--- src/rtl/uart_tx_arb.sv ---
// Round-robin sequencer sharing one UART transmitter among N_REQ byte sources.
// Define UART_TX_ARB_FIXED_PRIO_EN for fixed priority (lowest index wins).
module uart_tx_arb #(
   parameter int N_REQ          = 4,
   parameter int DATA_W         = 8,
   parameter int GAP_CYCLES     = 0,
   parameter int TIMEOUT_CYCLES = 1048576
) (
   input  logic                      clk,
   input  logic                      rst,
   input  logic [N_REQ-1:0]          req,
   input  logic [N_REQ*DATA_W-1:0]   req_data,
   output logic [N_REQ-1:0]          ack,
   output logic [N_REQ-1:0]          done,
   output logic                      tx_start,
   output logic [DATA_W-1:0]         tx_din,
   input  logic                      tx_done_tick,
   output logic                      busy,
   output logic [$clog2(N_REQ)-1:0]  grant_id,
   output logic                      err_timeout
);

   localparam int IW   = $clog2(N_REQ);
   localparam int MAXC = (TIMEOUT_CYCLES > GAP_CYCLES) ? TIMEOUT_CYCLES
                                                       : GAP_CYCLES;
   localparam int TW   = $clog2(MAXC + 1);
   localparam logic [TW-1:0] TO_LAST  = TW'(TIMEOUT_CYCLES - 1);
   localparam logic [TW-1:0] GAP_LAST =
      TW'((GAP_CYCLES > 0) ? GAP_CYCLES - 1 : 0);
   localparam logic [IW:0]   NQ       = (IW+1)'(N_REQ);

   typedef enum logic [1:0] {
      S_IDLE,
      S_START,
      S_WAIT,
      S_GAP
   } state_t;

   state_t              state_q, state_d;
   logic [IW-1:0]       ptr_q, ptr_d;
   logic [TW-1:0]       timer_q, timer_d;
   logic [N_REQ-1:0]    ack_q, ack_d;
   logic [N_REQ-1:0]    done_q, done_d;
   logic                start_q, start_d;
   logic [DATA_W-1:0]   din_q, din_d;
   logic                busy_q, busy_d;
   logic [IW-1:0]       gid_q, gid_d;
   logic                err_q, err_d;

   logic [2*N_REQ-1:0]  dbl;
   logic [N_REQ-1:0]    rot;
   logic [IW-1:0]       off;
   logic [IW:0]         sum;
   logic [IW-1:0]       win;
   logic [N_REQ-1:0]    win_oh;
   logic [N_REQ-1:0]    gnt_oh;
   logic [DATA_W-1:0]   win_byte;

   // Rotate req so bit 0 is the pointer slot, then map the offset back.
   always_comb begin
      dbl = {req, req} >> ptr_q;
      rot = dbl[N_REQ-1:0];
      off = '0;
      for (int k = N_REQ - 1; k >= 0; k--) begin
         if (rot[k]) off = IW'(k);
      end
      sum = {1'b0, ptr_q} + {1'b0, off};
      win = (sum >= NQ) ? IW'(sum - NQ) : sum[IW-1:0];
   end

   always_comb begin
      win_oh   = '0;
      gnt_oh   = '0;
      win_byte = '0;
      for (int i = 0; i < N_REQ; i++) begin
         win_oh[i] = (win == IW'(i));
         gnt_oh[i] = (gid_q == IW'(i));
         if (win == IW'(i)) win_byte = req_data[i*DATA_W +: DATA_W];
      end
   end

   always_comb begin
      state_d = state_q;
      ptr_d   = ptr_q;
      timer_d = timer_q;
      ack_d   = '0;
      done_d  = '0;
      start_d = 1'b0;
      din_d   = din_q;
      gid_d   = gid_q;
      err_d   = 1'b0;
      unique case (state_q)
         S_IDLE: begin
            if (|req) begin
               din_d   = win_byte;
               gid_d   = win;
               ack_d   = win_oh;
`ifndef UART_TX_ARB_FIXED_PRIO_EN
               ptr_d   = (win == IW'(N_REQ - 1)) ? '0 : win + IW'(1);
`endif
               state_d = S_START;
            end
         end
         S_START: begin
            start_d = 1'b1;
            timer_d = '0;
            state_d = S_WAIT;
         end
         S_WAIT: begin
            if (tx_done_tick || timer_q == TO_LAST) begin
               done_d  = tx_done_tick ? gnt_oh : '0;
               err_d   = !tx_done_tick;
               timer_d = '0;
               state_d = (GAP_CYCLES > 0) ? S_GAP : S_IDLE;
            end else begin
               timer_d = timer_q + TW'(1);
            end
         end
         S_GAP: begin
            if (timer_q == GAP_LAST) begin
               state_d = S_IDLE;
            end else begin
               timer_d = timer_q + TW'(1);
            end
         end
         default: state_d = S_IDLE;
      endcase
      busy_d = (state_d != S_IDLE);
   end

   always_ff @(posedge clk) begin
      if (rst) begin
         state_q <= S_IDLE;
         ptr_q   <= '0;
         timer_q <= '0;
         ack_q   <= '0;
         done_q  <= '0;
         start_q <= 1'b0;
         din_q   <= '0;
         busy_q  <= 1'b0;
         gid_q   <= '0;
         err_q   <= 1'b0;
      end else begin
         state_q <= state_d;
         ptr_q   <= ptr_d;
         timer_q <= timer_d;
         ack_q   <= ack_d;
         done_q  <= done_d;
         start_q <= start_d;
         din_q   <= din_d;
         busy_q  <= busy_d;
         gid_q   <= gid_d;
         err_q   <= err_d;
      end
   end

   assign ack         = ack_q;
   assign done        = done_q;
   assign tx_start    = start_q;
   assign tx_din      = din_q;
   assign busy        = busy_q;
   assign grant_id    = gid_q;
   assign err_timeout = err_q;

endmodule
--- config.mk ---
export PLATFORM = sky130hd
export DESIGN_NAME = uart_tx_arb
export DESIGN_NICKNAME = d
export VERILOG_FILES = /design/src/rtl/uart_tx_arb.sv
export SDC_FILE = /design/constraint.sdc
export NUM_CORES = 1
export LEC_CHECK = 0
export ABC_AREA = 1
export BUFFER_PORTS_ARGS = -buffer_cell sky130_fd_sc_hd__buf_2
export CAP_MARGIN = 30
export CORE_ASPECT_RATIO = 0.6
export CORE_MARGIN = 1
export CORE_UTILIZATION = 30
export CTS_CLUSTER_DIAMETER = 30
export DETAILED_ROUTE_END_ITERATION = 10
export GPL_TIMING_DRIVEN = 0
export PLACE_DENSITY = 0.51
export SLEW_MARGIN = 10
export SYNTH_ARGS = -nofsm -noshare
export SYNTH_HDL_FRONTEND = slang
export SYNTH_SLANG_ARGS = --single-unit
--- constraint.sdc ---
create_clock -name clk -period 4.2 [get_ports clk]
set_clock_uncertainty 0.05 [all_clocks]
set_input_delay 0.42 -clock clk [delete_from_list [all_inputs] [get_ports clk]]
set_output_delay 0.42 -clock clk [all_outputs]
set_load 0.05 [all_outputs]
# ---- Word level (Yosys, flattened, before mapping)
# Cells that the tools add are included.
dict set report op_classes {
  n_bitwise 5
  reduce_logical 14
  mux 18
  magnitude_cmp 1
  addsub 4
  n_shift 1
  n_eq_ne 11
}
# operator count
set op_table {}
lappend op_table {{$pmux 21 s3} 1}
lappend op_table {{$mux 21} 2}
lappend op_table {{$mux 8} 4}
lappend op_table {{$add 21x1->21 const B} 1}
lappend op_table {{$eq 21x20->1 const B} 1}
lappend op_table {{$logic_not 21->1} 1}
lappend op_table {{$mux 2} 9}
lappend op_table {{$eq 2x2->1 const B} 6}
lappend op_table {{$pmux 2 s4} 1}
lappend op_table {{$reduce_or 4->1} 2}
lappend op_table {{$shr 8x2->4} 1}
lappend op_table {{$eq 2x1->1 const B} 3}
lappend op_table {{$logic_not 2->1} 3}
lappend op_table {{$reduce_or 3->1} 2}
lappend op_table {{$not 1->1} 5}
lappend op_table {{$reduce_and 2->1} 2}
lappend op_table {{$add 2x2->3} 1}
lappend op_table {{$ge 3x3->1 const B} 1}
lappend op_table {{$reduce_bool 3->1} 1}
lappend op_table {{$add 2x1->2 const B} 1}
lappend op_table {{$ne 2x2->1 const B} 1}
lappend op_table {{$reduce_bool 2->1} 1}
lappend op_table {{$sub 2x1->2 const B} 1}
lappend op_table {{$logic_not 1->1} 1}
lappend op_table {{other kinds (2)} 2}
dict set report word_totals {
  word_cells 64
  input_bits 39
  out_inout_bits 21
  regBits 46
}

# ---- Longest topological paths before layout
# Gate-level depths: netlist of run 1.
dict set report logic_depth {
  depth_word 13
  depth_mapped 20
  mapped_depth_nobuf 20
}

# ---- Worst setup path before layout of run 1
# No wires, ideal clock.
dict set report synth_path {
  path_type {input port to flip-flop}
  startpoint {in req[3]}
  endpoint {reg din_q[0], in the netlist tx_din[0]}
  n_path_buf 1
  setup_ns 0.070
  t_arrival_ns 2.519
  path_stages 19
  t_required_ns 4.080
  setup_slack_ns 1.561
  cell_sequence {inv_1 o21ai_0 o21ai_0 inv_1 nand2_1 a21boi_0 ha_1 xor2_1 inv_1 nand3_1 nand2_1 inv_1 ha_1 clkbuf_1 nor2_1 nand2_1 nand2_1 o211ai_1 a21oi_1}
}
dict set report synth_between {
  word_cells_on_any_way 19
  cone_classes {add/sub: 2; order compare: 1; eq/ne: 3; shift: 1; mux: 9; reduce/logical: 3}
}
# element line_no
set synth_rtl {}
lappend synth_rtl {{start: declaration} 11} ;# input logic [N_REQ-1:0] req,
lappend synth_rtl {{$shr 8x2->4 (*)} 61} ;# dbl = {req, req} >> ptr_q;
lappend synth_rtl {{$mux 2 (3 in a row)} 65} ;# if (rot[k]) off = IW'(k);
lappend synth_rtl {{$mux 2 (*)} 65}
lappend synth_rtl {{$add 2x2->3 (*)} 67} ;# sum = {1'b0, ptr_q} + {1'b0, off};
lappend synth_rtl {{via sum[1]} 53} ;# logic [IW:0] sum;
lappend synth_rtl {{$ge 3x3->1 / $sub 2x1->2 (equally long branches)} 68} ;# win = (sum >= NQ) ? IW'(sum - NQ) : sum[IW-1:0];
lappend synth_rtl {{$mux 2 (*)} 68}
lappend synth_rtl {{$eq 2x1->1 (*)} --}
lappend synth_rtl {{via win_oh[1]} 55} ;# logic [N_REQ-1:0] win_oh;
lappend synth_rtl {{$mux 8 (*) (3 in a row)} 78} ;# if (win == IW'(i)) win_byte = req_data[i*DATA_W +: DATA_W];
lappend synth_rtl {{end signal: assignment} 150} ;# din_q <= din_d;
lappend synth_rtl {{end: declaration} 45} ;# logic [DATA_W-1:0] din_q, din_d;
# Mark *: on every way through the listed nets, which the timed path passes. The rest lies on a longest branch.
# A chain may end at the register's enable or synchronous reset.

# ---- Final worst setup path of run 1
dict set report layout_path {
  startpoint {reg ptr_q[0]}
  endpoint {reg din_q[7], in the netlist tx_din[7]}
}
dict set report layout_between {
  word_cells_on_any_way 17
  cone_classes {add/sub: 2; order compare: 1; eq/ne: 3; shift: 1; mux: 9; reduce/logical: 1}
}
# element line_no
set layout_rtl {}
lappend layout_rtl {{start: declaration} 40} ;# logic [IW-1:0] ptr_q, ptr_d;
lappend layout_rtl {{start signal: assignment} 145} ;# ptr_q <= ptr_d;
lappend layout_rtl {{$shr 8x2->4} 61}
lappend layout_rtl {{$mux 2 (4 in a row)} 65}
lappend layout_rtl {{$add 2x2->3 (*)} 67}
lappend layout_rtl {{via sum[1]} 53}
lappend layout_rtl {{$ge 3x3->1 / $sub 2x1->2 (equally long branches)} 68}
lappend layout_rtl {{$mux 2 (*)} 68}
lappend layout_rtl {{$eq 2x1->1 (*)} --}
lappend layout_rtl {{via win_oh[1]} 55}
lappend layout_rtl {{$mux 8 (*) (3 in a row)} 78}
# Marked as above.

==> results of run 1 <==
power by group through the flow:
stage	clock (W)	combinational (W)	sequential, W
after global routing	0.000487	0.00130	0.000568
after floorplan	0	0.000683	0.000763
after CTS	0.000462	0.00116	0.000557
after global placement	0	0.00115	0.000566
after detailed placement	0	0.00115	0.000566
final	0.000450	0.00116	0.000558
sequential cells by signal (all words and copies together) (netlist names):
register     flops
busy             1
ack              4
tx_din           8
timer_q         21
tx_start         1
grant_id         2
state_q          2
ptr_q            2
err_timeout      1
done             4
cells in the final DEF, fill, tap and decap left out, types with 2 or more instances in the layout:
cell type / instances
nand2_1: 120
buf_2: 60
inv_1: 46
dfxtp_1: 46
nor2_1: 44
nand3_1: 37
a21oi_1: 30
o21ai_0: 21
o211ai_1: 9
clkbuf_1: 7
ha_1: 7
xor2_1: 6
nor2_2: 6
clkbuf_16: 5
buf_6: 4
nand3_2: 4
nand2_2: 4
xnor2_1: 4
nand4_1: 3
nor3_1: 3
clkinv_1: 2
buf_1: 2
inv_2: 2
nor2_4: 2
per-stage QoR:
| stage | instances | utilization, % | hold slack [ns] | total power, W |
|---|---|---|---|---|
| floorplan | 418 | - | 0.393 | 0.00145 |
| global placement | 588 | 36.5 | 0.420 | 0.00171 |
| detailed placement | 588 | 36.5 | 0.433 | 0.00172 |
| CTS | 596 | 38.4 | 0.362 | 0.00218 |
| global route | 596 | 38.4 | 0.383 | 0.00235 |
| finish | 596 | 38.4 | 0.373 | 0.00217 |
final cells by class:
type                            count  area share, %
Sequential cell                    46           27.6
Tap cell                          112           4.20
Clock buffer                        7           3.97
Timing Repair Buffer               58           8.70
Multi-Input combinational cell    308           46.4
Inverter                           51           5.81
Clock inverter                      1          0.900
Buffer                             13           2.44
per-layer routing:
metal / vias up / routed length, µm
met1: 1154 / 4360
met5: - / 0
met2: 42 / 2690
met3: 4 / 326
met4: 0 / 63
li1: 1463 / -
how the worst max path moves through the flow:
stage | slack [ns] | end | start
5_1_grt | 0.55 | tx_din[5] | ptr_q[0]
2_1_floorplan | 1.56 | tx_din[0] | req[3]
6_report | 0.86 | tx_din[7] | ptr_q[0]
4_1_cts | 0.91 | tx_din[7] | ptr_q[0]
3_5_place_dp | 0.89 | tx_din[7] | req[1]
3_3_place_gp | 0.93 | tx_din[7] | req[3]
tightest hold or removal path, stage by stage:
cell	delay, ns
buf_2	0.08
a21oi_1	0.05
a21oi_1	0.12
cells by family after synthesis:
logic type | synth area share (%)
flops | 33.6
compound gates | 13.1
simple gates | 36.9
xor+xnor | 3.19
fa+ha+maj | 3.19
buf+inv | 10.0
==> qor.txt, run 1 <==
outcome - complete, but fails checks
failing checks - design-rule violations
post-synth cell types - 32
GRT Overall Usage - 16.4%
worst min path class - in -> reg
grt peak-use layer - met1
CP Launch Type - flip-flop
gpl congestion - 0.827
Antenna Nets Post-Route - 0
VDD IR-drop max - 0.000380 V
number of global-route vias before repair - 2432
Final Cycle Share - 79.5%
Routed Wire Length - 7440 µm
Reg power frac - 25.7%
Core Area - 8690 µm²
cts hold-fix bufs - 0
largest net degree at the start of global routing - 14
layout cells sized above 1 - 19.4%
final HPWL from detailed placement - 5820 µm
CTS tree - done
Final Hold Vio Count - 0
Final Setup Violations - 0
asr flop ratio synth - 0%
leak pwr - 1.64 nW
max incr delay on CP - 0.49 ns
Critical Path RT - 4.37 ns
Pwr Density - 650 nW/µm²
worst r2r src - ptr_q[0]
total vias in the final route - 2663
FF-to-FF setup slack - 0.86 ns
Mapped Nets - 464
transition time of the tightest slew-check pin - 0.527 ns
clock share of power - 20.8%
worst skew pair latency - 0.29 ns
vias per cell - 4.47
area of the multi-input gates - 1550 µm²
Post-synth top cells - 120 x nand2_1, 46 x dfxtp_1, 46 x inv_1, 44 x nor2_1, 37 x nand3_1
Ys Warns - 0
Slew HR - 64.7%
count leader, synth - nand2_1
Top cell by count, worst path - nand2_1
Worst-path clk slew - 0.06 ns
Logic pwr share - 53.5%
CP top delay family - simple AND/OR/NAND/NOR gates
Buf/Inv on CP - 2
sw frac - 47.3%
initial core utilization - 31.6%
Critical Path AT - 3.51 ns
P_int - 0.00114 W
Finished Cell Area - 3340 µm²
Sequential Area - 921 µm²
# port buffers - 58
Clock Tree Buf Depth - 2
GR met1 Demand/Resource - 25.7%
Worst setup EP type - flip-flop
area grow syn2layout - 21.6%
DR iter-0 viols - 165
Hold Path Depth - 3
Overflow after GRT - 0
Root Buffer - clkbuf_16
Die Y - 76.1 µm
worst flop-to-flop path endpoint - tx_din[7]
met2 GRT Util - 21.2%
Hold Path End - tx_din[3]
RSZ-0062 raised after global routing - false
min cycle time layout - 3.34 ns
post-synthesis cell count - 418
area fraction of the dominant cell type after synthesis - 33.6%
R2R cell count - 16
htree depth - 2
synth top area cells - dfxtp_1 34%, nand2_1 16%, nand3_1 6.7%
clock sinks - 46
# diodes - 0
Fillers - 940
Synth Area per Inst - 6.56 µm²
global-route wire length before repair - 12300 µm
Final WS setup - 0.863 ns
#FFs+latches synth - 46
mapped cell area - 2740 µm²
grt met3 use - 4.35%
HP Start - req_data[27]
initial antenna violation count - 0
CP Class - reg -> reg
number of flops mapped to enable cells by yosys - 0
Site Rows - 26
DIE WIDTH - 125 µm
critical path depth in cells - 16
CTS buffer count - 5
post-CTS sizing - 0
setup bufs post-CTS - 0
Placed Area - 3170 µm²
ys flop type - dfxtp_1
Slew Viols, Final - 0
Net Sw Power - 0.00102 W
Peak Freq - 0.300 GHz
crit path cell chain - o21ai_0 > o21ai_0 > nand2_1 > a21boi_0 > ha_1 > xor2_1 > nand2_1 > nand2_1 > inv_1 > ha_1 > clkbuf_1 > nor2_1 > nand2_1 > nand2_1 > o211ai_1 > a21oi_1
Final Net Count - 529
cell taking the most area after synthesis - dfxtp_1
Crit-path slowest cell - dfxtp_1
TNS Setup - 0 ns
post-synthesis sequential area ratio - 33.6%
remaining routing DRC violations - 3
Top-Level Pins - 60
WL/cell - 12.5 µm
max_cap viols - 0
critical path fanouts, max - 10
die area - 9550 µm²
Detailed Routing Iterations Pass 1 - 7
pre-CTS WS - 0.886 ns
Power figures use the tool's default switching activity.
==> inputs of run 2 (changes only) <==
Settings changed: PLACE_DENSITY 0.51 to 0.53.
Clock period 4.2 ns to 2.78 ns, I/O delays scaled along.
==> qor.txt, run 2 (same netlist as run 1, synthesis figures left out) <==
worst skew pair latency - 0.29 ns
initial antenna violation count - 0
largest net degree at the start of global routing - 14
number of global-route vias before repair - 2566
Final Cycle Share - 93.6%
pre-CTS WS - -0.433 ns
Largest Register - timer_q
final HPWL from detailed placement - 5640 µm
Hold Path End - tx_din[6]
crit path cell chain - o21ai_0 > o21ai_1 > inv_1 > nand2_1 > a21boi_2 > ha_2 > xor2_2 > nand2_2 > nand2_4 > ha_2 > clkinv_2 > o211ai_1 > a21oi_1
CTS buffer count - 5
Slew HR - 62.9%
Top cell by count, worst path - ha_2
total vias in the final route - 2817
worst min path class - in -> reg
leak pwr - 1.66 nW
die area - 9550 µm²
clock sinks - 46
Final WS setup - 0.177 ns
transition time of the tightest slew-check pin - 0.557 ns
Clock Tree Buf Depth - 2
HP Start - req_data[30]
FF-to-FF setup slack - 0.18 ns
max incr delay on CP - 0.37 ns
Fillers - 919
CP Class - reg -> reg
Pwr Density - 1050 nW/µm²
vias per cell - 4.72
Final Net Count - 531
Antenna Nets Post-Route - 0
max reg flops - 21
GRT Overall Usage - 16.3%
critical path fanouts, max - 10
Overflow after GRT - 0
worst r2r src - ptr_q[0]
Core Area - 8690 µm²
# diodes - 0
initial core utilization - 31.6%
Crit-path slowest cell - dfxtp_4
commonest non-fill, non-tap cell in the layout - nand2_1
global-route wire length before repair - 12400 µm
worst flop-to-flop path endpoint - tx_din[7]
TNS Setup - 0 ns
Buf/Inv on CP - 2
CP Launch Type - flip-flop
Root Buffer - clkbuf_16
Worst setup EP type - flip-flop
Routed Wire Length - 7590 µm
min cycle time layout - 2.60 ns
Critical Path AT - 2.72 ns
CP top delay family - compound AO/OA/AOI/OAI gates
Peak Freq - 0.384 GHz
area grow syn2layout - 25.3%
commonest cells after routing, fill and taps aside - 116 x nand2_1, 60 x buf_2, 44 x inv_1, 44 x dfxtp_1, 43 x nor2_1
R2R cell count - 13
CTS tree - done
DR iter-0 viols - 152
layout cells sized above 1 - 24.9%
WL/cell - 12.7 µm
Critical Path RT - 2.90 ns
remaining routing DRC violations - 3
Die Y - 76.1 µm
Hold Path Depth - 3
max_cap viols - 0
Placed Area - 3170 µm²
Final Hold Vio Count - 0
htree depth - 2
Slew Viols, Final - 0
outcome - complete, but fails checks
Finished Cell Area - 3440 µm²
Worst-path clk slew - 0.06 ns
Final Setup Violations - 0
VDD IR-drop max - 0.000545 V
Site Rows - 26
Overall Power - 0.00362 W
Top-Level Pins - 60
failing checks - design-rule violations
Detailed Routing Iterations Pass 1 - 8
DIE WIDTH - 125 µm
# port buffers - 58
gpl congestion - 0.859
## run 2: cell count changes in the layout (fill, tap and decap cells not counted), moves of 4 or more
cell      change
buf_4         +4
ha_1          -5
o21ai_0       -4
nand2_1       -4
clkinv_2      +4
clkbuf_1      -5
## run 2: how the worst max path moves through the flow
stage	start	to	slack, ns	depth (start not counted)
6_report	ptr_q[0]	tx_din[7]	0.18	13
5_1_grt	ptr_q[0]	tx_din[6]	-0.08	18
4_1_cts	ptr_q[1]	tx_din[7]	0.08	15
3_5_place_dp	ptr_q[0]	tx_din[7]	-0.43	16
3_3_place_gp	ptr_q[0]	tx_din[7]	-0.38	16
2_1_floorplan	ptr_q[0]	tx_din[0]	0.14	18
## run 2: worst register-to-register path, cell delays in order (launching register included)
cell and delay, ns:
dfxtp_4 0.37, o21ai_0 0.28, o21ai_1 0.12, inv_1 0.07
nand2_1 0.06, a21boi_2 0.14, ha_2 0.20, xor2_2 0.17
nand2_2 0.10, nand2_4 0.10, ha_2 0.33, clkinv_2 0.22
o211ai_1 0.18, a21oi_1 0.10
## run 2: layout make-up
type / instances / area [µm²] / share of cell area [%]
buffer: 10 / 70.1 / 2.04
clock buffer: 5 / 125 / 3.64
clock inverter: 2 / 10.0 / 0.291
inverter: 51 / 199 / 5.79
multi-input combinational: 308 / 1640 / 47.6
sequential: 46 / 926 / 26.9
tap: 112 / 140 / 4.08
timing repair buffer: 63 / 332 / 9.64
## run 2: report_power, final
part | leakage (nW) | internal [W] | switching (W)
clock | 0.0694 | 0.000325 | 0.000254
sequential | 0.376 | 0.000776 | 0.0000708
combinational | 1.21 | 0.000776 | 0.00141
## run 2: per-stage QoR
stage / hold slack, ns / util, % / instances
finish: 0.206 / 39.6 / 597
global route: 0.251 / 39.6 / 597
CTS: 0.213 / 38.2 / 592
detailed placement: 0.420 / 36.5 / 588
global placement: 0.416 / 36.5 / 588
floorplan: 0.393 / - / 418
## run 2: routing by layer
| metal | GRT usage [%] | wire, µm | vias to the layer above |
|---|---|---|---|
| li1 | - | - | 1462 |
| met1 | 25.5 | 4130 | 1259 |
| met2 | 21.4 | 2830 | 87 |
| met3 | 3.93 | 536 | 9 |
| met4 | 4.15 | 100 | 0 |
| met5 | 0 | 0 | - |
## run 2: repair_timing
item / 4_1_cts / 5_1_grt
resized for setup: 8 / 28
hold buffers: 0 / 0
pin swaps: 0 / 10
setup endpoints to repair: 11 / 10
buffers inserted: 0 / 5
